<file path="src/rtl/omsp_spm_ctrl_seq_pkg.sv">
// Shared op codes, response error codes and scan FSM states for the
// sequential protected-module controller.
package omsp_spm_ctrl_seq_pkg;

  typedef enum logic {
    OP_CREATE  = 1'b0,
    OP_DESTROY = 1'b1
  } op_e;

  typedef enum logic [2:0] {
    ERR_OK        = 3'd0,
    ERR_BAD_RANGE = 3'd1,
    ERR_OVERLAP   = 3'd2,
    ERR_FULL      = 3'd3,
    ERR_EXHAUST   = 3'd4,
    ERR_NOT_FOUND = 3'd5
  } err_e;

  typedef enum logic [2:0] {
    ST_IDLE,
    ST_CHECK,
    ST_SCAN,
    ST_COMMIT,
    ST_RESP
  } state_e;

endpackage

</file>
<file path="src/rtl/omsp_spm_ctrl_seq_slot.sv">
// One protected-module slot: bounds and ID registers, pc match and
// overlap comparison against a candidate text/data range pair.
module omsp_spm_slot #(
  parameter int ID_W   = 16,
  parameter int ADDR_W = 16
) (
  input  logic              mclk,
  input  logic              puc_rst,
  input  logic              wr,
  input  logic              clr,
  input  logic [ADDR_W-1:0] new_ts,
  input  logic [ADDR_W-1:0] new_te,
  input  logic [ADDR_W-1:0] new_ds,
  input  logic [ADDR_W-1:0] new_de,
  input  logic [ID_W-1:0]   new_id,
  input  logic [ADDR_W-1:0] pc,
  output logic              enabled,
  output logic [ID_W-1:0]   id,
  output logic              hit,
  output logic              overlap
);

  logic [ADDR_W-1:0] ts, te, ds, de;

  function automatic logic ovl(input logic [ADDR_W-1:0] as, ae, bs, be);
    return (as < be) && (bs < ae);
  endfunction

  always_ff @(posedge mclk) begin
    if (puc_rst || clr) begin
      enabled <= 1'b0;
      id      <= '0;
      ts      <= '0;
      te      <= '0;
      ds      <= '0;
      de      <= '0;
    end else if (wr) begin
      enabled <= 1'b1;
      id      <= new_id;
      ts      <= new_ts;
      te      <= new_te;
      ds      <= new_ds;
      de      <= new_de;
    end
  end

  assign hit     = enabled && (pc >= ts) && (pc < te);
  // Either stored range against either candidate range.
  assign overlap = enabled && (ovl(ts, te, new_ts, new_te) || ovl(ts, te, new_ds, new_de) ||
                               ovl(ds, de, new_ts, new_te) || ovl(ds, de, new_ds, new_de));

endmodule

</file>
<file path="src/rtl/omsp_spm_ctrl_seq.sv">
// Sequential SM controller: slot table, command handshake, one-slot-per-cycle
// scan FSM, current/previous SM ID tracking and sticky violation flag.
module omsp_spm_ctrl_seq
  import omsp_spm_ctrl_seq_pkg::*;
#(
  parameter int NB_SM  = 4,
  parameter int ID_W   = 16,
  parameter int ADDR_W = 16
) (
  input  logic              mclk,
  input  logic              puc_rst,
  input  logic              cmd_valid,
  output logic              cmd_ready,
  input  logic              cmd_op,
  input  logic [ID_W-1:0]   cmd_id,
  input  logic [ADDR_W-1:0] r12,
  input  logic [ADDR_W-1:0] r13,
  input  logic [ADDR_W-1:0] r14,
  input  logic [ADDR_W-1:0] r15,
  output logic              resp_valid,
  output logic [2:0]        resp_err,
  output logic [ID_W-1:0]   resp_id,
  input  logic [ADDR_W-1:0] pc,
  input  logic              handling_irq,
  output logic [ID_W-1:0]   spm_current_id,
  output logic [ID_W-1:0]   spm_prev_id,
  output logic              violation
);

  localparam int IDX_W = (NB_SM > 1) ? $clog2(NB_SM) : 1;
  localparam logic [IDX_W-1:0] LAST_IDX = IDX_W'(NB_SM - 1);
  localparam logic [ID_W-1:0]  ID_IRQ   = '1;

  state_e            state;
  op_e               op;
  err_e              err;
  logic [ID_W-1:0]   cid, rid, next_id, prev_cycle_id;
  logic [ADDR_W-1:0] ts, te, ds, de;
  logic [IDX_W-1:0]  idx, free_idx, found_idx;
  logic              free_found, found;

  logic              slot_en  [NB_SM];
  logic [ID_W-1:0]   slot_id  [NB_SM];
  logic              slot_hit [NB_SM];
  logic              slot_ovl [NB_SM];
  logic [NB_SM-1:0]  slot_wr, slot_clr;

  for (genvar i = 0; i < NB_SM; i++) begin : g_slot
    assign slot_wr[i]  = (state == ST_COMMIT) && (op == OP_CREATE) && (err != ERR_OVERLAP) &&
                         free_found && (free_idx == IDX_W'(i));
    assign slot_clr[i] = (state == ST_COMMIT) && (op == OP_DESTROY) && found &&
                         (found_idx == IDX_W'(i));

    omsp_spm_slot #(.ID_W(ID_W), .ADDR_W(ADDR_W)) u_slot (
      .mclk    (mclk),
      .puc_rst (puc_rst),
      .wr      (slot_wr[i]),
      .clr     (slot_clr[i]),
      .new_ts  (ts),
      .new_te  (te),
      .new_ds  (ds),
      .new_de  (de),
      .new_id  (next_id),
      .pc      (pc),
      .enabled (slot_en[i]),
      .id      (slot_id[i]),
      .hit     (slot_hit[i]),
      .overlap (slot_ovl[i])
    );
  end

  assign cmd_ready = (state == ST_IDLE);

  always_comb begin
    spm_current_id = '0;
    for (int i = 0; i < NB_SM; i++)
      if (slot_hit[i]) spm_current_id = slot_id[i];
    if (handling_irq) spm_current_id = ID_IRQ;
  end

  always_ff @(posedge mclk) begin
    if (puc_rst) begin
      prev_cycle_id <= '0;
      spm_prev_id   <= '0;
    end else begin
      prev_cycle_id <= spm_current_id;
      if (prev_cycle_id != spm_current_id) spm_prev_id <= prev_cycle_id;
    end
  end

  // Response outputs are pulsed on the edge that leaves RESP.
  always_ff @(posedge mclk) begin
    if (puc_rst) begin
      state      <= ST_IDLE;
      op         <= OP_CREATE;
      err        <= ERR_OK;
      cid        <= '0;
      rid        <= '0;
      next_id    <= ID_W'(1);
      ts         <= '0;
      te         <= '0;
      ds         <= '0;
      de         <= '0;
      idx        <= '0;
      free_idx   <= '0;
      found_idx  <= '0;
      free_found <= 1'b0;
      found      <= 1'b0;
      resp_valid <= 1'b0;
      resp_err   <= 3'd0;
      resp_id    <= '0;
      violation  <= 1'b0;
    end else begin
      resp_valid <= 1'b0;
      resp_err   <= 3'd0;
      resp_id    <= '0;
      case (state)
        ST_IDLE: if (cmd_valid) begin
          op        <= op_e'(cmd_op);
          cid       <= cmd_id;
          ts        <= r12;
          te        <= r13;
          ds        <= r14;
          de        <= r15;
          violation <= 1'b0;
          state     <= ST_CHECK;
        end
        ST_CHECK: begin
          err        <= ERR_OK;
          rid        <= '0;
          idx        <= '0;
          free_found <= 1'b0;
          found      <= 1'b0;
          state      <= ST_SCAN;
          if (op == OP_CREATE) begin
            if (ts >= te || ds >= de || (ts < de && ds < te)) begin
              err   <= ERR_BAD_RANGE;
              state <= ST_RESP;
            end else if (next_id == ID_IRQ) begin
              err   <= ERR_EXHAUST;
              state <= ST_RESP;
            end
          end
        end
        ST_SCAN: begin
          if (op == OP_CREATE) begin
            if (slot_en[idx] && slot_ovl[idx]) err <= ERR_OVERLAP;
            if (!slot_en[idx] && !free_found) begin
              free_found <= 1'b1;
              free_idx   <= idx;
            end
          end else if (slot_en[idx] && slot_id[idx] == cid && !found) begin
            found     <= 1'b1;
            found_idx <= idx;
          end
          if (idx == LAST_IDX) state <= ST_COMMIT;
          else                 idx   <= idx + 1'b1;
        end
        ST_COMMIT: begin
          if (op == OP_CREATE) begin
            if (err != ERR_OVERLAP) begin
              if (!free_found) err <= ERR_FULL;
              else begin
                rid     <= next_id;
                next_id <= next_id + 1'b1;
              end
            end
          end else if (!found) err <= ERR_NOT_FOUND;
          else                 rid <= cid;
          state <= ST_RESP;
        end
        ST_RESP: begin
          resp_valid <= 1'b1;
          resp_err   <= err;
          resp_id    <= (err == ERR_OK) ? rid : '0;
          if (op == OP_CREATE && err != ERR_OK) violation <= 1'b1;
          state <= ST_IDLE;
        end
        default: state <= ST_IDLE;
      endcase
    end
  end

endmodule

</file>
<file path="config.mk">
export PLATFORM = sky130hd
export DESIGN_NAME = omsp_spm_ctrl_seq
export DESIGN_NICKNAME = d
export VERILOG_FILES = /design/src/rtl/omsp_spm_ctrl_seq_pkg.sv /design/src/rtl/omsp_spm_ctrl_seq_slot.sv /design/src/rtl/omsp_spm_ctrl_seq.sv
export SDC_FILE = /design/constraint.sdc
export NUM_CORES = 2
export LEC_CHECK = 0
export BUFFER_PORTS_ARGS = -buffer_cell sky130_fd_sc_hd__buf_2
export CAP_MARGIN = 25
export CORE_MARGIN = 3
export CORE_UTILIZATION = 63
export CTS_BUF_LIST = sky130_fd_sc_hd__clkbuf_16
export DETAILED_ROUTE_END_ITERATION = 8
export GPL_TIMING_DRIVEN = 0
export MAX_ROUTING_LAYER = met4
export PLACE_DENSITY = 0.81
export SYNTH_ARGS = -nofsm -noshare
export SYNTH_HDL_FRONTEND = slang
export SYNTH_SLANG_ARGS = --single-unit
</file>
<file path="constraint.sdc">
create_clock -name mclk -period 5.03 [get_ports mclk]
set_input_delay 0.2515 -clock mclk [delete_from_list [all_inputs] [get_ports mclk]]
set_output_delay 0.2515 -clock mclk [all_outputs]
set_load 0.005 [all_outputs]
</file>
==> run metrics <==
status complete, no violations; WL final 132,900 um; Syn Std Cell Area ~34,000 um^2; Rows 84; final setup violation count 0; Seq/Total Area, Yosys 0.2969; LEAKAGE 15.81 nW; Final ANT Viol Nets 0; worst hold endpoint err[2]; dpl cells 5,088; max-slew violations 0; layout cells sized above 1 0.06937; I/O Pins 155; ys flop type dfxtp_1; detailed placement HPWL about 95,000 um; Hold Startpoint puc_rst; DR DRC count 0; Max VDD drop between 200 and 300 uV; Die Ht roughly 240 um; root buf cell clkbuf_16; crit-path max FO 10; GPL Wtd Cong between 1 and 1.5; CP Launch Type flip-flop; hold depth 3; Worst Hold Margin approximately 0.058 ns; share of flip-flops with an asynchronous set or reset 0; Area after DPL between 30,000 and 40,000 um^2; FMAX about 0.20 GHz; CP Capture Type flip-flop; leading cell type in the layout, fill and taps excluded nand2_1; measured slew at the worst slew-check pin ~1.3 ns; core area about 53,000 um^2; Core Util, Final 0.7348; Slew headroom 0.1647; vias in the first global route about 33,000; WS Path Type reg2reg; setup TNS 0 ns; Worst R2R End spm_prev_id[15]; clk buf depth 3; hold crit path type in2reg; IO buf count between 150 and 200; initial antenna violation count 9; largest net degree at the start of global routing 16; worst-case reg-to-reg path depth 15; global-route wire length before repair approximately 200,000 um; Clk pin slew, worst setup/hold paths approximately 0.070 ns; P&R area growth vs syn 14.51%; count of cell types in the netlist 73; Synth Area per Inst between 8 and 9 um^2; clock latency on the worst-skew pair between 0.6 and 0.7 ns; 1st-iter DRT viols around 4,300; Final Instance Area between 30,000 and 40,000 um^2; Reg-to-Reg Start g_slot[3].u_slot.ts[0]; Pwr Total between 10 and 15 mW; drt first pass iters 6; grt ovf 0; Post-Syn Nets ~5,000; cell count after synthesis roughly 4,200; dpl ws -0.1786 ns; number of flops mapped to enable cells by yosys 0; Tot GR Track Use 0.4690; CTS tree built; # clock sinks 504; Ys Warns 0; Wirelength per Cell between 20 and 30 um; pwr dens between 200 and 300 nW/um^2; Final WS setup about 0.033 ns; min Tclk post-route ~5 ns; die area ~57,000 um^2; Worst Path Required 5.57 ns; # nets final roughly 5,300; #FFs+latches synth 504; DR vias around 35,000; WP data arrival between 5 and 6 ns; r2r setup slk approximately 0.033 ns; most frequent cells in the layout 911 x nand2_1, 668 x ha_1, 585 x a21oi_1; CTS Buf Count 54; worst clock skew about 0.018 ns; Max-Cap Viols 0; H-tree Lvls 2; Post-Layout Cell Count 5,284; final hold viol count 0; die extent in x ~240 um; Initial Utilization 0.6417; period utilization 0.9935; RSZ-0062 raised after global routing false; Vias/cell 6.644
==> cells in the mapped netlist, types with 7 or more instances <==
library cell / n / area (um^2)
a2111oi_0: 15 / 131.4
nor3_1: 41 / 205.2
o31ai_1: 8 / 60.06
o21ai_1: 11 / 55.05
and4_1: 8 / 70.07
nor3b_1: 11 / 82.58
nand2b_1: 47 / 294.0
nor2_1: 132 / 495.5
nand3_1: 32 / 160.2
o21a_1: 23 / 172.7
clkbuf_1: 185 / 694.4
dfxtp_1: 504 / 10090
and2_1: 23 / 143.9
mux2i_1: 24 / 240.2
or4_1: 7 / 52.55
a21oi_1: 585 / 2928
a21boi_0: 14 / 105.1
inv_1: 229 / 859.6
a211o_1: 15 / 131.4
nor4_1: 19 / 118.9
nand4_1: 81 / 506.7
mux4_2: 16 / 360.4
ha_1: 668 / 8358
o211ai_1: 25 / 187.7
and3_1: 29 / 181.4
or3_1: 10 / 62.56
nand2_1: 911 / 3420
a31oi_1: 17 / 106.4
a22oi_1: 19 / 142.6
a311oi_1: 15 / 131.4
xor2_1: 15 / 131.4
nor2b_1: 57 / 356.6
o2111ai_1: 10 / 87.58
a21o_1: 128 / 960.9
o21ai_0: 141 / 705.7
xnor2_1: 19 / 166.4
a211oi_1: 44 / 330.3
==> layout make-up <==
type	count	area [um^2]
Tap cell	688	860.8
Clock inverter	46	367.9
Clock buffer	54	1351
Antenna cell	12	30.03
Timing Repair Buffer	268	2296
Fill cell	4120	14050
Inverter	230	863.3
Multi-Input combinational cell	3287	22310
Sequential cell	504	10090
Buffer	195	758.2
==> cell families after synthesis <==
logic type,after synthesis,synth area share
adder cells (fa/ha/maj),668,0.2459
buffers and inverters,425,0.04763
multiplexers,44,0.01900
AND/OR/NAND/NOR,1429,0.1862
AO/OA/AOI/OAI,1112,0.1957
XOR/XNOR,34,0.008761
flip-flops,504,0.2969
==> registers in the layout, summed over array words and instances (netlist names), 64 cells and up <==
| register | flops |
|---|---|
| g_slot.u_slot.ds | 64 |
| g_slot.u_slot.de | 64 |
| g_slot.u_slot.ts | 64 |
| g_slot.u_slot.te | 64 |
| g_slot.u_slot.id | 64 |
==> power breakdown <==
part           total (mW)  internal [mW]  leakage (nW)  switching (mW)
sequential           4.35           4.09          4.08           0.260
clock                4.04           2.21         0.887            1.83
combinational        2.59          0.993          10.8            1.60
==> worst max-delay path, cell delays in order (launching register included) <==
cell,delay (ns)
dfxtp_1,0.56
ha_1,0.30
nand2b_1,0.14
a211oi_1,0.27
o211ai_1,0.30
a41o_1,0.33
nand4_1,0.32
clkbuf_1,0.46
buf_1,0.46
o21ai_0,0.18
o21ai_1,0.47
xnor2_1,0.19
nand3_1,0.17
nor4_4,0.29
buf_4,0.24
mux2i_1,0.21
==> worst max path at each step <==
stage	startpoint	end	slack, ns	cells past startpoint
after floorplan	g_slot[3].u_slot.ts[11]	spm_prev_id[10]	1.24	15
after global placement	pc[0]	spm_prev_id[12]	-0.17	18
after detailed placement	pc[0]	spm_prev_id[13]	-0.18	18
after CTS	g_slot[3].u_slot.ts[0]	spm_prev_id[15]	0.21	16
after global routing	g_slot[3].u_slot.ts[0]	spm_prev_id[15]	0.02	15
final	g_slot[3].u_slot.ts[0]	spm_prev_id[15]	0.03	15
==> layer usage <==
layer	wire length (um)	track usage
met5	0	-
met4	11280	0.3163
met3	19090	0.1463
met2	54510	0.6665
met1	48060	0.5692
==> timing repair <==
action | 4_1_cts | 5_1_grt
resized for setup | 4 | 4
hold buffers | 82 | 0
setup buffers | 1 | 0
pin swaps | 1 | 1
endpoints found under the setup margin | 10 | 16
hold endpoints to repair | 82 | 0
Power figures use the tool's default switching activity.
